<file path="config.mk">
export PLATFORM = sky130hd
export DESIGN_NAME = wb_fifo_slave
export DESIGN_NICKNAME = d
export VERILOG_FILES = /design/src/rtl/wb_pkg.sv /design/src/rtl/wb_sfifo.sv /design/src/rtl/wb_fifo_slave.sv
export SDC_FILE = /design/constraint.sdc
export NUM_CORES = 1
export LEC_CHECK = 0
export ABC_AREA = 1
export CORE_UTILIZATION = 53
export CTS_BUF_LIST = sky130_fd_sc_hd__clkbuf_4 sky130_fd_sc_hd__clkbuf_8
export DETAILED_ROUTE_END_ITERATION = 8
export PLACE_DENSITY = 0.79
export SYNTH_ARGS = -nofsm -noshare
export SYNTH_HDL_FRONTEND = slang
export SYNTH_HIERARCHICAL = 1
export SYNTH_SLANG_ARGS = --single-unit
</file>
<file path="constraint.sdc">
create_clock -name i_clk -period 3.15 [get_ports i_clk]
set_input_delay 0.315 -clock i_clk [delete_from_list [all_inputs] [get_ports i_clk]]
set_output_delay 0.315 -clock i_clk [all_outputs]
set_load 0.02 [all_outputs]
</file>
<file path="src/rtl/wb_pkg.sv">
// Shared constants and types for the Wishbone FIFO slave:
// register offsets, CTRL/STATUS bit positions and the FSM state type.
package wb_pkg;

  localparam logic [1:0] OFS_DATA   = 2'd0;
  localparam logic [1:0] OFS_STATUS = 2'd1;
  localparam logic [1:0] OFS_CTRL   = 2'd2;
  localparam logic [1:0] OFS_RSVD   = 2'd3;

  localparam int CTRL_INV_BIT   = 0;
  localparam int CTRL_CLR_BIT   = 1;
  localparam int STAT_FULL_BIT  = 30;
  localparam int STAT_EMPTY_BIT = 31;

  typedef enum logic {
    IDLE = 1'b0,
    WAIT = 1'b1
  } state_t;

endpackage

</file>
<file path="src/rtl/wb_sfifo.sv">
// Synchronous FIFO with occupancy count; clr empties it and wins over push/pop.
// Pointers wrap modulo DEPTH; the count saturates because push/pop are qualified.
module wb_sfifo #(
  parameter int DW    = 32,
  parameter int DEPTH = 4,
  localparam int CW   = $clog2(DEPTH + 1)
) (
  input  logic          i_clk,
  input  logic          i_rst,
  input  logic          i_push,
  input  logic          i_pop,
  input  logic          i_clr,
  input  logic [DW-1:0] i_data,
  output logic [DW-1:0] o_head,
  output logic [CW-1:0] o_count,
  output logic          o_full,
  output logic          o_empty
);

  localparam int PW = $clog2(DEPTH);

  logic [DW-1:0] r_mem [DEPTH];
  logic [PW-1:0] r_wptr;
  logic [PW-1:0] r_rptr;
  logic [CW-1:0] r_count;
  logic          w_do_push;
  logic          w_do_pop;

  assign o_full    = (r_count == CW'(DEPTH));
  assign o_empty   = (r_count == '0);
  assign o_count   = r_count;
  assign o_head    = r_mem[r_rptr];
  assign w_do_push = i_push & ~o_full & ~i_clr;
  assign w_do_pop  = i_pop & ~o_empty & ~i_clr;

  always_ff @(posedge i_clk or negedge i_rst) begin
    if (!i_rst) begin
      r_wptr  <= '0;
      r_rptr  <= '0;
      r_count <= '0;
    end else if (i_clr) begin
      r_wptr  <= '0;
      r_rptr  <= '0;
      r_count <= '0;
    end else begin
      if (w_do_push) r_wptr <= r_wptr + 1'b1;
      if (w_do_pop)  r_rptr <= r_rptr + 1'b1;
      case ({w_do_push, w_do_pop})
        2'b10:   r_count <= r_count + 1'b1;
        2'b01:   r_count <= r_count - 1'b1;
        default: r_count <= r_count;
      endcase
    end
  end

  // Storage is not reset; only the pointers define what is valid.
  always_ff @(posedge i_clk) begin
    if (w_do_push) r_mem[r_wptr] <= i_data;
  end

endmodule

</file>
<file path="src/rtl/wb_fifo_slave.sv">
// Wishbone B4 pipelined slave exposing a FIFO through DATA/STATUS/CTRL registers,
// with an optional write-latency wait state on DATA pushes.
//
//   state | meaning
//   IDLE  | accept any request, respond next cycle (or enter WAIT for a delayed push)
//   WAIT  | stall high, count down the push latency, then commit and respond
module wb_fifo_slave
  import wb_pkg::*;
#(
  parameter int            DW        = 32,
  parameter int            AW        = 32,
  parameter int            DEPTH     = 4,
  parameter int            WR_LAT    = 1,
  parameter logic [AW-1:0] BASE_ADDR = '0
) (
  input  logic            i_clk,
  input  logic            i_rst,
  input  logic [AW-1:0]   i_wb_addr,
  input  logic [DW-1:0]   i_wb_data,
  input  logic [DW/8-1:0] i_wb_sel,
  input  logic            i_wb_cyc,
  input  logic            i_wb_stb,
  input  logic            i_wb_we,
  output logic [DW-1:0]   o_wb_data,
  output logic            o_wb_ack,
  output logic            o_wb_err,
  output logic            o_wb_stall
);

  localparam int         CW       = $clog2(DEPTH + 1);
  localparam logic [3:0] LAT_LOAD = 4'((WR_LAT > 0) ? WR_LAT - 1 : 0);

  state_t        r_state;
  state_t        w_state_nxt;
  logic [3:0]    r_wcnt;
  logic [3:0]    w_wcnt_nxt;
  logic          r_ack;
  logic          w_ack_nxt;
  logic          r_err;
  logic          w_err_nxt;
  logic [DW-1:0] r_data;
  logic [DW-1:0] w_data_nxt;
  logic [DW-1:0] r_pend;
  logic [DW-1:0] w_pend_nxt;
  logic          r_inv;
  logic          w_inv_nxt;

  logic          w_req;
  logic          w_hit;
  logic [1:0]    w_ofs;
  logic          w_bad;
  logic [DW-1:0] w_mask;
  logic [DW-1:0] w_wdata;
  logic [DW-1:0] w_push_word;
  logic [DW-1:0] w_status;
  logic [DW-1:0] w_ctrl_rd;

  logic          w_push;
  logic          w_pop;
  logic          w_clr;
  logic [DW-1:0] w_fifo_din;
  logic [DW-1:0] w_head;
  logic [CW-1:0] w_count;
  logic          w_full;
  logic          w_empty;
  logic          w_unused;

  assign w_unused   = ^i_wb_addr[1:0];
  assign o_wb_stall = (r_state == WAIT);
  assign w_req      = i_wb_cyc & i_wb_stb & ~o_wb_stall;
  assign w_hit      = (i_wb_addr[AW-1:4] == BASE_ADDR[AW-1:4]);
  assign w_ofs      = i_wb_addr[3:2];

  // A dropped cycle suppresses the visible response, never the side effect.
  assign o_wb_ack   = r_ack & i_wb_cyc;
  assign o_wb_err   = r_err & i_wb_cyc;
  assign o_wb_data  = r_data;

  always_comb begin
    w_mask = '0;
    for (int b = 0; b < DW / 8; b++) begin
      w_mask[b*8 +: 8] = {8{i_wb_sel[b]}};
    end
  end

  assign w_wdata     = i_wb_data & w_mask;
  assign w_push_word = r_inv ? ~w_wdata : w_wdata;

  always_comb begin
    w_status                 = '0;
    w_status[CW-1:0]         = w_count;
    w_status[STAT_FULL_BIT]  = w_full;
    w_status[STAT_EMPTY_BIT] = w_empty;
    w_ctrl_rd                = '0;
    w_ctrl_rd[CTRL_INV_BIT]  = r_inv;
  end

  // Full/empty errors are judged on occupancy at acceptance.
  assign w_bad = ~w_hit
               | (w_ofs == OFS_RSVD)
               | (i_wb_we & (w_ofs == OFS_STATUS))
               | ((w_ofs == OFS_DATA) &  i_wb_we & w_full)
               | ((w_ofs == OFS_DATA) & ~i_wb_we & w_empty);

  always_comb begin
    w_state_nxt = r_state;
    w_wcnt_nxt  = r_wcnt;
    w_ack_nxt   = 1'b0;
    w_err_nxt   = 1'b0;
    w_data_nxt  = r_data;
    w_pend_nxt  = r_pend;
    w_inv_nxt   = r_inv;
    w_push      = 1'b0;
    w_pop       = 1'b0;
    w_clr       = 1'b0;
    w_fifo_din  = w_push_word;

    case (r_state)
      IDLE: begin
        if (w_req) begin
          if (w_bad) begin
            w_err_nxt = 1'b1;
          end else begin
            case (w_ofs)
              OFS_DATA: begin
                if (i_wb_we) begin
                  if (WR_LAT == 0) begin
                    w_push    = 1'b1;
                    w_ack_nxt = 1'b1;
                  end else begin
                    w_state_nxt = WAIT;
                    w_wcnt_nxt  = LAT_LOAD;
                    w_pend_nxt  = w_push_word;
                  end
                end else begin
                  w_pop      = 1'b1;
                  w_ack_nxt  = 1'b1;
                  w_data_nxt = w_head;
                end
              end
              OFS_STATUS: begin
                w_ack_nxt  = 1'b1;
                w_data_nxt = w_status;
              end
              OFS_CTRL: begin
                w_ack_nxt = 1'b1;
                if (i_wb_we) begin
                  w_inv_nxt = w_wdata[CTRL_INV_BIT];
                  w_clr     = w_wdata[CTRL_CLR_BIT];
                end else begin
                  w_data_nxt = w_ctrl_rd;
                end
              end
              default: w_err_nxt = 1'b1;
            endcase
          end
        end
      end
      WAIT: begin
        w_fifo_din = r_pend;
        if (r_wcnt == 4'd0) begin
          w_push      = 1'b1;
          w_ack_nxt   = 1'b1;
          w_state_nxt = IDLE;
        end else begin
          w_wcnt_nxt = r_wcnt - 4'd1;
        end
      end
      default: w_state_nxt = IDLE;
    endcase
  end

  always_ff @(posedge i_clk or negedge i_rst) begin
    if (!i_rst) begin
      r_state <= IDLE;
      r_wcnt  <= '0;
      r_ack   <= 1'b0;
      r_err   <= 1'b0;
      r_data  <= '0;
      r_pend  <= '0;
      r_inv   <= 1'b0;
    end else begin
      r_state <= w_state_nxt;
      r_wcnt  <= w_wcnt_nxt;
      r_ack   <= w_ack_nxt;
      r_err   <= w_err_nxt;
      r_data  <= w_data_nxt;
      r_pend  <= w_pend_nxt;
      r_inv   <= w_inv_nxt;
    end
  end

  wb_sfifo #(
    .DW    (DW),
    .DEPTH (DEPTH)
  ) u_fifo (
    .i_clk   (i_clk),
    .i_rst   (i_rst),
    .i_push  (w_push),
    .i_pop   (w_pop),
    .i_clr   (w_clr),
    .i_data  (w_fifo_din),
    .o_head  (w_head),
    .o_count (w_count),
    .o_full  (w_full),
    .o_empty (w_empty)
  );

endmodule
</file>
==> impl_metrics.csv <==
group,metric,value,unit
drt,viasPerCell,5.44,
critical_path,cell_depth_of_the_worst_flop_to_flop_path,18,
placed_design,routabilityCongestion,0.866,
sta,finalClockSkew,0.00861,ns
floorplanning,initial_utilization,54.2,%
synthesis,average_instance_area_after_synthesis,9.42,µm²
drt,dr_wl_met3,1890,µm
sta,worst-slew-pin-transition,0.911,ns
clock_network,clkTransAtPathRegs,0.06,ns
sta,layout_setup_ws,0.441,ns
placed_design,placed_area,11000,µm²
drt,detail_route.drc_violations,0,
drt,detail_route.wl_per_cell,16.3,µm
finish,stdcell_area,11700,µm²
synthesis,netlist_instances,1033,
drt,detailedRoute.firstIterationViolations,703,
sta,maxClockFrequency,0.369,GHz
synthesis,xor_and_xnor_area_share_after_synthesis,3.06,%
global_route,grtUsageTotal,24.9,%
placed_design,detailedPlacementHpwl,13700,µm
floorplanning,chipWidth,138,µm
sta,hold_slack,0.422,ns
drt,routed.top_layer,"met4",
synthesis,yosys_warnings,6,
clock_network,cts-htree-levels,2,
synthesis,synth.lib_cells_used.distinct,32,
critical_path,cp_max_fo,5,
drt,routed-wl-met2,10700,µm
synthesis,netlist_area,9730,µm²
finish,area_delta_synth_final,20.5,%
run_status,run_status,"finished clean",
synthesis,synth-adder-area-share,1.49,%
pwr,leakage_dissipation,5.13,nW
pwr,power.density,474,nW/µm²
clock_network,clkSinkCount,207,
global_route,largest_net_degree_at_the_start_of_global_routing,70,
clock_network,cts_made_buffers,34,
sta,final.min_clock_period,2.71,ns
sta,tns,0,ns
drt,vias,7579,
clock_network,cts_max_path_buffers,3,
finish,layout_common_cells,"311 x sky130_fd_sc_hd__nand2_1, 128 x sky130_fd_sc_hd__edfxtp_1, 123 x sky130_fd_sc_hd__nor2_1",
drt,drt_wl_total,22700,µm
floorplanning,chipHeight,138,µm
critical_path,crit-reg2reg-capture,"u_fifo/o_count[2]",
finish,final_common_cell,"sky130_fd_sc_hd__nand2_1",
drt,wl_met1,9600,µm
global_route,antenna_found_initial,0,
sta,finalCritPeriodShare,86.0,%
floorplanning,floorplan.core_area,18000,µm²
pwr,vdd_drop_max,0.238,mV
floorplanning,floorplan.io_pins,108,
synthesis,synth.area.mux_share,0,%
clock_network,cts-resized-gates,0,
critical_path,cp.required,3.53,ns
synthesis,synth_seq_cells,207,
finish,design.final.nets,1224,
sta,final-max-slew-violation-count,0,
synthesis,post_synth_and_or_nand_nor_area_fraction,23.5,%
worst_hold_path,hold_class,"input pin to async pin",
critical_path,r2r_setup_slack,0.54,ns
finish,post_route_cells_drive_above_1_share,9.61,%
drt,detailedRoute.firstPassIterationCount,5,
sta,rsz0062_at_grt,"no",
synthesis,synth_area_in_compound_gates,6.07,%
clock_network,cts_root_buf,"sky130_fd_sc_hd__clkbuf_8",
global_route,vias_in_the_first_global_route,7304,
clock_network,clkLatencyLatePin,0.49,ns
finish,instances_no_fill,1394,
floorplanning,placement_rows,49,
critical_path,critical_path_class,"input pin to flip-flop",
global_route,global_route.overflow_total,0,
synthesis,synth_top_family_by_area,"simple AND/OR/NAND/NOR gates",
pwr,finalPower,5.56,mW
floorplanning,floorplan.die_area,18900,µm²
sta,timing.slew.headroom,39.2,%
sta,setup_violations,0,
placed_design,placed_cells_incl_taps,1332,
run,cap_violations,0,
clock_network,tritoncts,"built",
global_route,grt_pass1_wl,36200,µm
placed_design,place_ws,0.00987,ns
critical_path,timing.critical_path.from_type,"input pin",
drt,drtAntennaViolNets,0,
placed_design,place.port_buffers,105,
finish,fin_util,65.3,%
finish,n_antenna_cell,0,
synthesis,synth-seq-area-share,59.8,%
critical_path,worstPathArrival,3.09,ns
critical_path,worstReg2RegStart,"u_fifo/o_count[0]",
synthesis,syn-num-nets,1117,
critical_path,cp-end-kind,"flip-flop",
sta,timing_hold_violations_final,0,
synth_stat cells:
| cell | number | area, µm² |
|---|---|---|
| sky130_fd_sc_hd__a21boi_1 | 1 | 7.51 |
| sky130_fd_sc_hd__a21oi_1 | 3 | 15.0 |
| sky130_fd_sc_hd__a21oi_2 | 1 | 8.76 |
| sky130_fd_sc_hd__a31oi_1 | 1 | 6.26 |
| sky130_fd_sc_hd__buf_1 | 3 | 11.3 |
| sky130_fd_sc_hd__buf_2 | 25 | 125 |
| sky130_fd_sc_hd__buf_4 | 1 | 7.51 |
| sky130_fd_sc_hd__buf_6 | 9 | 101 |
| sky130_fd_sc_hd__clkbuf_1 | 26 | 97.6 |
| sky130_fd_sc_hd__dfrtp_1 | 79 | 1980 |
| sky130_fd_sc_hd__edfxtp_1 | 128 | 3840 |
| sky130_fd_sc_hd__fa_1 | 1 | 20.0 |
| sky130_fd_sc_hd__ha_1 | 10 | 125 |
| sky130_fd_sc_hd__inv_1 | 58 | 218 |
| sky130_fd_sc_hd__inv_2 | 8 | 30.0 |
| sky130_fd_sc_hd__nand2_1 | 311 | 1170 |
| sky130_fd_sc_hd__nand2_2 | 7 | 43.8 |
| sky130_fd_sc_hd__nand3_1 | 21 | 105 |
| sky130_fd_sc_hd__nand3_2 | 3 | 30.0 |
| sky130_fd_sc_hd__nand3b_1 | 1 | 7.51 |
| sky130_fd_sc_hd__nand4_1 | 66 | 413 |
| sky130_fd_sc_hd__nor2_1 | 127 | 477 |
| sky130_fd_sc_hd__nor2_2 | 1 | 6.26 |
| sky130_fd_sc_hd__nor2_4 | 1 | 11.3 |
| sky130_fd_sc_hd__nor3_1 | 3 | 15.0 |
| sky130_fd_sc_hd__nor4_1 | 2 | 12.5 |
| sky130_fd_sc_hd__o21ai_0 | 50 | 250 |
| sky130_fd_sc_hd__o21ai_1 | 19 | 95.1 |
| sky130_fd_sc_hd__o21bai_1 | 1 | 7.51 |
| sky130_fd_sc_hd__o22ai_1 | 32 | 200 |
| sky130_fd_sc_hd__xnor2_1 | 2 | 17.5 |
| sky130_fd_sc_hd__xor2_1 | 32 | 280 |
sequential cells by signal, summed over array words and instances, names as in the netlist:
signal          count
r_err               1
o_wb_stall          1
u_fifo/r_wptr       2
u_fifo/o_count      3
u_fifo/r_rptr       2
r_inv               1
o_wb_data          32
r_wcnt              4
r_pend             32
u_fifo/r_mem      128
r_ack               1
logic make-up after synthesis:
kind of cell,Yosys count
simple gates,543
flops,207
buf+inv,130
compound gates,108
xor+xnor,34
fa+ha+maj,11
area by class of cell:
type / instances / area (µm²)
Clock buffer: 51 / 627
Clock inverter: 10 / 71.3
Fill cell: 1407 / 6240
Inverter: 66 / 248
Multi-Input combinational cell: 696 / 3340
Sequential cell: 207 / 5820
Tap cell: 229 / 287
Timing Repair Buffer: 135 / 1340
how the worst max path moves through the flow:
stage                            startpoint            endpoint  slack [ns]  depth (start not counted)
final                          i_wb_addr[2]   u_fifo/o_count[2]        0.44                         20
after floorplan           u_fifo/o_count[1]  u_fifo/r_mem[0][0]       -0.23                         12
after global placement         i_wb_addr[2]   u_fifo/o_count[2]        0.08                         20
after CTS                      i_wb_addr[2]   u_fifo/o_count[2]        0.49                         20
after detailed placement       i_wb_addr[2]   u_fifo/o_count[2]        0.01                         20
after global routing           i_wb_addr[2]   u_fifo/o_count[2]        0.16                         20
worst max-delay path: stages:
cell	delay, ns
sky130_fd_sc_hd__clkdlybuf4s50_1	0.51
sky130_fd_sc_hd__inv_1	0.08
sky130_fd_sc_hd__ha_1	0.26
sky130_fd_sc_hd__nand2_1	0.09
sky130_fd_sc_hd__inv_2	0.04
sky130_fd_sc_hd__nand2_1	0.07
sky130_fd_sc_hd__nand4_1	0.15
sky130_fd_sc_hd__nor2_4	0.14
sky130_fd_sc_hd__nand2_1	0.09
sky130_fd_sc_hd__nor3_1	0.21
sky130_fd_sc_hd__nor2_1	0.11
sky130_fd_sc_hd__nand2_1	0.09
sky130_fd_sc_hd__inv_1	0.06
sky130_fd_sc_hd__fa_1	0.38
sky130_fd_sc_hd__xnor2_1	0.20
sky130_fd_sc_hd__inv_1	0.07
sky130_fd_sc_hd__nand2_1	0.07
sky130_fd_sc_hd__nand2_1	0.05
sky130_fd_sc_hd__nand2_1	0.06
sky130_fd_sc_hd__nand2_1	0.05
power breakdown:
part           total (mW)  leakage (nW)  switching (mW)  internal (mW)
Combinational       0.292          2.62           0.170          0.122
Clock                2.38         0.369            1.02           1.36
Sequential           2.89          2.14        0.000149           2.89
layer usage:
metal,vias to the layer above,GRT usage (%)
met5,-,0
met4,0,7.94
met3,50,4.08
met2,331,41.9
met1,3529,32.8
li1,3669,-
what timing repair did:
| item | 4_1_cts | 5_1_grt |
|---|---|---|
| hold buffers | 1 | 0 |
| endpoints found under the hold margin | 50 | 0 |
| setup buffers | 0 | 0 |
No activity file was read; power rests on OpenSTA's default activity.
